==> src/rtl/palette_mapper.sv <==
// Palette lookup: 9-bit pixel index -> registered RGB332, plus aligned hsync/vsync.
// Latency: index->rgb 2 cycles, syncs SYNC_ALIGN+2 cycles.
// Backpressure: CPU writes see pal_wr_busy; they are held until vblank and acked with a one-cycle pulse.
module palette_mapper #(
    parameter int SYNC_ALIGN = 1,
    parameter bit SYNC_IDLE  = 1'b1
) (
    input  logic       clk,
    input  logic       rst_n,
    input  logic [8:0] bg_index,
    input  logic [8:0] spr_index,
    input  logic       spr_valid,
    input  logic       hsync_in,
    input  logic       vsync_in,
    input  logic       blank_in,
    input  logic       vblank_in,
    input  logic       pal_wr_req,
    input  logic [8:0] pal_wr_addr,
    input  logic [7:0] pal_wr_data,
    output logic       pal_wr_busy,
    output logic       pal_wr_ack,
    output logic       init_done,
    output logic [7:0] rgb_out,
    output logic       hsync_out,
    output logic       vsync_out
);

    localparam int SD = SYNC_ALIGN + 2;

    typedef enum logic [1:0] {INIT, IDLE, PENDING, COMMIT} state_t;

    state_t     state, state_nxt;
    logic [8:0] cnt;
    logic [8:0] req_addr;
    logic [7:0] req_data;
    logic       ram_we;
    logic [8:0] ram_waddr;
    logic [7:0] ram_wdata;
    logic [7:0] mem [0:511];
    logic [8:0] sel_d1;
    logic       blank_d1;
    logic [SD-1:0] hs_pipe;
    logic [SD-1:0] vs_pipe;

    always_ff @(posedge clk) begin
        if (!rst_n) begin
            state     <= INIT;
            cnt       <= '0;
            init_done <= 1'b0;
            req_addr  <= '0;
            req_data  <= '0;
        end else begin
            state <= state_nxt;
            // counter parks at 511 so it only ever restarts through reset
            if (state == INIT && cnt != 9'd511)
                cnt <= cnt + 9'd1;
            if (state == INIT && cnt == 9'd511)
                init_done <= 1'b1;
            if (state == IDLE && pal_wr_req) begin
                req_addr <= pal_wr_addr;
                req_data <= pal_wr_data;
            end
        end
    end

    always_comb begin
        state_nxt   = state;
        ram_we      = 1'b0;
        ram_waddr   = cnt;
        ram_wdata   = cnt[7:0];
        pal_wr_busy = 1'b1;
        pal_wr_ack  = 1'b0;
        case (state)
            INIT: begin
                ram_we = 1'b1;
                if (cnt == 9'd511)
                    state_nxt = IDLE;
            end
            IDLE: begin
                pal_wr_busy = 1'b0;
                if (pal_wr_req)
                    state_nxt = PENDING;
            end
            PENDING: begin
                if (vblank_in)
                    state_nxt = COMMIT;
            end
            COMMIT: begin
                ram_we     = 1'b1;
                ram_waddr  = req_addr;
                ram_wdata  = req_data;
                pal_wr_ack = 1'b1;
                state_nxt  = IDLE;
            end
            default: state_nxt = INIT;
        endcase
    end

    // Non-blocking write keeps a same-cycle read of the same entry on the old value.
    always_ff @(posedge clk) begin
        if (ram_we)
            mem[ram_waddr] <= ram_wdata;
    end

    always_ff @(posedge clk) begin
        if (!rst_n) begin
            sel_d1   <= '0;
            blank_d1 <= 1'b1;
            rgb_out  <= '0;
        end else begin
            sel_d1   <= spr_valid ? spr_index : bg_index;
            blank_d1 <= blank_in;
            rgb_out  <= (blank_d1 || !init_done) ? 8'h00 : mem[sel_d1];
        end
    end

    // Syncs carry the extra upstream index register delay; they keep running during init.
    always_ff @(posedge clk) begin
        if (!rst_n) begin
            hs_pipe <= {SD{SYNC_IDLE}};
            vs_pipe <= {SD{SYNC_IDLE}};
        end else begin
            hs_pipe <= {hs_pipe[SD-2:0], hsync_in};
            vs_pipe <= {vs_pipe[SD-2:0], vsync_in};
        end
    end

    assign hsync_out = hs_pipe[SD-1];
    assign vsync_out = vs_pipe[SD-1];

endmodule

==> config.mk <==
export PLATFORM = sky130hd
export DESIGN_NAME = palette_mapper
export DESIGN_NICKNAME = d
export VERILOG_FILES = /design/src/rtl/palette_mapper.sv
export SDC_FILE = /design/constraint.sdc
export NUM_CORES = 2
export LEC_CHECK = 0
export BUFFER_PORTS_ARGS = -buffer_cell sky130_fd_sc_hd__buf_4
export CAP_MARGIN = 25
export CELL_PAD_IN_SITES_DETAIL_PLACEMENT = 0
export CELL_PAD_IN_SITES_GLOBAL_PLACEMENT = 1
export CORE_MARGIN = 5
export CORE_UTILIZATION = 40
export CTS_BUF_LIST = sky130_fd_sc_hd__clkbuf_2
export CTS_CLUSTER_DIAMETER = 30
export DETAILED_ROUTE_END_ITERATION = 8
export PLACE_DENSITY = 0.62
export SLEW_MARGIN = 40
export SYNTH_ARGS = -nofsm -noshare
export SYNTH_HDL_FRONTEND = slang
export SYNTH_SLANG_ARGS = --single-unit
==> constraint.sdc <==
create_clock -name clk -period 12.2 [get_ports clk]
set_input_delay 1.22 -clock clk [delete_from_list [all_inputs] [get_ports clk]]
set_output_delay 1.22 -clock clk [all_outputs]
set_load 0.02 [all_outputs]
### Yosys cells after proc, flatten, opt, wreduce, memory -nomap -nowiden

Memory sizes are Yosys's and may differ from the RTL's. A register that Yosys moved wholly into a read port is not among the register bits.
Cells that the tools add are included.

* flip-flop bits (word level): 45
* memory bits (writable): 4096
* input port bits: 43
* output and inout port bits: 13
* word-level logic and storage cells: 41
* memories: 1

Memories
* mem: depth 512, width 8, rd ports 1, clocked after memory_dff 1, wr ports 1, line 39 `logic [7:0] mem [0:511];`

* add/sub/neg operators: 1
* equality and inequality tests: 8
* mux-type cells: 12
* bitwise logic cells: 1
* reduce and logical (&&, ||, !) cells: 9

Operator list (number)
* 2-to-1 mux 9 bit: 2
* adder 9 x 1 -> 9 bit, second input constant: 1
* equality test 9 bit, second input constant: 1
* != test 9 bit, second input constant: 1
* 2-to-1 mux 8 bit: 1
* one-hot mux 2 bit (4 select lines): 1
* 2-to-1 mux 2 bit: 3
* 2-to-1 mux 1 bit: 5
* equality test 2 bit, second input constant: 2
* != test 2 bit, second input constant: 2
* OR reduction 2 bit: 2
* logical AND 1 bit: 3
* AND reduction 3 bit: 1
* equality test 2 x 1 -> 1 bit, second input constant: 1
* logical NOT 2 bit: 1
* != test 2 x 1 -> 1 bit, second input constant: 1
* logical NOT 1 bit: 1
* logical OR 1 bit: 1
* inverter 1 bit: 1

### Longest topological paths before layout

* word-level depth: 5
* gate-level depth with buffers: 13
* depth with buffers taken out: 9

### Worst setup path before layout

No wires, ideal clock.

* path type: reg2reg
* start: register state[0]
* end: memory mem[0][6], data pin
* setup time: 1.447 ns
* arrival: 7.568 ns
* data required time: 10.753 ns
* setup slack: 3.185 ns
* stages on the path, launching flop included: 7
* path buffers: 3
* clock period less this slack: 9.015 ns
* cell sequence: dfxtp_1 > ha_1 > clkbuf_1 > clkbuf_1 > buf_1 > nand2_1 > nand2_1

* longest elaborated chain between the ends: 2

Ends and longest elaborated chain
* from (decl): line 32 `state_t state, state_nxt;`
* from (signal assigned): line 53 `state <= state_nxt;`
* equality test 2 bit: line 73 `case (state)`
* 2-to-1 mux 8 bit: line 73
* named net ram_wdata[6]: line 38 `logic [7:0] ram_wdata;`
* to (decl): line 39

The timed path passes the listed nets, and every way through them passes these cells.

==> results.md <==
* CP Class: reg -> reg
* Total CTS buffers at roughly 1,100
* Synth Area in Compound Gates at under 10%
* DR pass1 iterations at 5
* DR vias/cell at 5.713
* Final Cell Area at around 180,000 um2
* Met2 wire length at 214,000 um
* Xor/xnor cell area share of the yosys netlist at less than 1%
* Rows at about 230
* Static leakage at roughly 56 nW
* Overall power at approximately 0.028 W
* Drt first-iter violations at around 8,700
* Clock Sink Count at around 4,100
* Die height at about 640 um
* Hold WC Path Type: in -> reg
* Netlist Area Pre-Place at 160,900 um2
* Largest net degree at the start of global routing at 176
* FFs w/ async S/R, synth at 0%
* Synth top area share at 76.43%
* RSZ-0062 raised after global routing: false
* Synth Area per Inst at 20.43 um2
* Min Tclk post-route at 5404 ps
* IO Port Bufs at 55
* Die Width at between 600 and 700 um
* Max-cap violations at 0
* Per-cell routed wire length at between 30 and 40 um
* Vias at 84,995
* Setup crit end kind: flip-flop
* Cell area power density at about 160 nW/um2
* Final Core Density at between 40% and 50%
* Total negative slack at 0 ps
* Cell taking the most area after synthesis: edfxtp_1
* Commonest non-fill, non-tap cell in the layout: edfxtp_1
* Detailed Place HPWL at about 270,000 um
* Hold depth at 4
* Unique masters post-synth at 66
* Fillers at around 35,000
* CP Max Fanout at 85
* Fin. max-slew vios at 0
* WL met3 at approximately 35,000 um
* CTS Hold Buffers Added at 121
* Post-synthesis simple-gate area fraction at 3.178%
* Ys Warns at 0
* Initial Utilization at between 40% and 50%
* Number of remaining DRC errors at 0
* WL final at about 450,000 um
* Fmax at between 150 and 200 MHz
* Final Wtd Congestion at a little over 0.8
* Critical Path RT at 14,250 ps
* Largest family of logic cells by synthesized area: multiplexers
* Grt ovf at 0
* Synthesized Nets at ~8,000
* Final Hold Viols at 0
* Peak VDD IR at around 0.00013 V
* Mux share of post-synthesis cell area at 14.45%
* I/O pins at 56
* Clk buf depth at 5
* Status: finished clean
* Global-route wire length before repair at 640,100 um
* Initial antenna violation count at 26
* Syn-to-layout area delta at 11.52%
* Synth Flop Type: edfxtp_1
* WL met1 at 187,300 um
* Synth top area cells: edfxtp_1 76%, mux4_2 12%, mux2i_1 1.7%, nor2_1 1.4%, a22oi_1 1.0%
* Synth Register Bits at 4,149
* Worst Path Arrival at between 7000 and 8000 ps
* Sequential area share after synthesis at roughly 77%
* Non-filler cells in the finished layout at roughly 15,000
* Area occupied by multi-input gates at roughly 35,000 um2
* Cts repair resizes at 0
* Post-synthesis cell count at 7,877
* Headroom to the max-slew limit at approximately 37%
* Die footprint at 415,100 um2
* Layout cells sized above 1 at roughly a third
* Vias in the first global route at 88,814
* Layout net count at ~9,000
* Finish-stage setup viols at 0
* Sequential cell area at approximately 120,000 um2
* Post-synth EDFFs at around 4,100
* Clk slew on worst S/H paths at approximately 110 ps
* Clk Latency, worst-skew pair at 2230 ps
* Root buffer cell: clkbuf_2
* Top routing layer in use: met5
* Critical Path Start Type: flip-flop
* Placed instance count at 12,926
* Synth Area in Adders at 0.04665%
* Detail Route Antenna Nets at 0
* GRT Total Usage at between 20% and 30%
* Worst Tran Pin Value at around 940 ps
* Most frequent cells in the layout: 4,096 x edfxtp_1, 1,515 x clkbuf_2, 849 x mux4_2
* CTS tree: yes
* Cell count of the worst reg-to-reg path at 11
* Clock Skew at approximately 240 ps
* Final period utilization at around 44%
* Core ar. at 401,700 um2
* Htree depth at 7
* Number of setup buffers added after CTS at 0
* Placed Area at 168,000 um2
-- worst paths after layout --
path | startpoint | endpoint | slack [ps]
hold / removal | rst_n | vs_pipe[2] | 330
setup reg to reg | sel_d1[1] | rgb_out[2] | 6800
setup / recovery | sel_d1[1] | rgb_out[2] | 6800
hold reg to reg | vs_pipe[1] | vs_pipe[2] | 420
-- through the flow --
| stage | setup slack [ps] | hold WS (ps) |
|---|---|---|
| 2_1_floorplan | 3185 | 386.3 |
| 5_1_grt | 6437 | 92.37 |
| 3_3_place_gp | 5036 | 389.8 |
| 4_1_cts | 6607 | 3.407 |
| 6_report | 6796 | 328.9 |
| 3_5_place_dp | 6589 | 394.8 |
-- kinds of logic after synthesis --
| logic type | count (synthesis) |
|---|---|
| AO/OA/AOI/OAI | 802 |
| XOR/XNOR | 5 |
| adder cells (fa/ha/maj) | 6 |
| buffers and inverters | 512 |
| flip-flops | 4149 |
| multiplexers | 1247 |
| AND/OR/NAND/NOR | 1156 |
-- cell usage after synthesis, types with 89 or more instances --
cell,count
o21ai_0,89
mux4_2,849
nor2_1,619
a22oi_1,216
clkbuf_1,232
a21oi_1,131
buf_2,124
mux2i_1,278
mux2_2,120
nand2_1,195
o221ai_1,93
edfxtp_1,4096
-- worst max-delay path: stages (launching register included) --
cell and delay [ps]:
dfxtp_4 770, buf_4 760, buf_12 520, buf_4 600, mux4_2 370, nor3_1 90, a2111oi_0 320, o21ai_0 270
nor3_1 690, buf_4 310, nand4_1 250, o211ai_1 210
-- flip-flops by register name, summed over array words and instances (netlist names) --
signal	cells
blank_d1	1
sel_d1	9
mem	4096
req_addr	9
vs_pipe	3
cnt	9
state	2
init_done	1
req_data	8
rgb_out	8
hs_pipe	3
-- metal layers --
| layer | GRT usage (%) | vias up |
|---|---|---|
| li1 | - | 35367 |
| met1 | 29.46 | 45316 |
| met2 | 33.58 | 3696 |
| met3 | 5.483 | 612 |
| met4 | 7.614 | 4 |
| met5 | 0 | - |
-- where the power goes --
| part | total, W | switching, W | internal [W] |
|---|---|---|---|
| combinational | 0.00261 | 0.00197 | 0.000645 |
| clock | 0.00940 | 0.00554 | 0.00386 |
| sequential | 0.0162 | 0.0000474 | 0.0162 |
| total | 0.0283 | 0.00756 | 0.0207 |
-- area by class of cell --
type	count	share of cell area, %
flip-flops and latches	4149	69.13
clock inverters	277	0.9899
multi-input cells	3216	19.74
well taps	5287	3.686
repair buffers	397	2.165
clock buffers	1515	4.225
inverters	9	0.02022
diodes	27	0.03765
No activity file was read; power rests on OpenSTA's default activity.
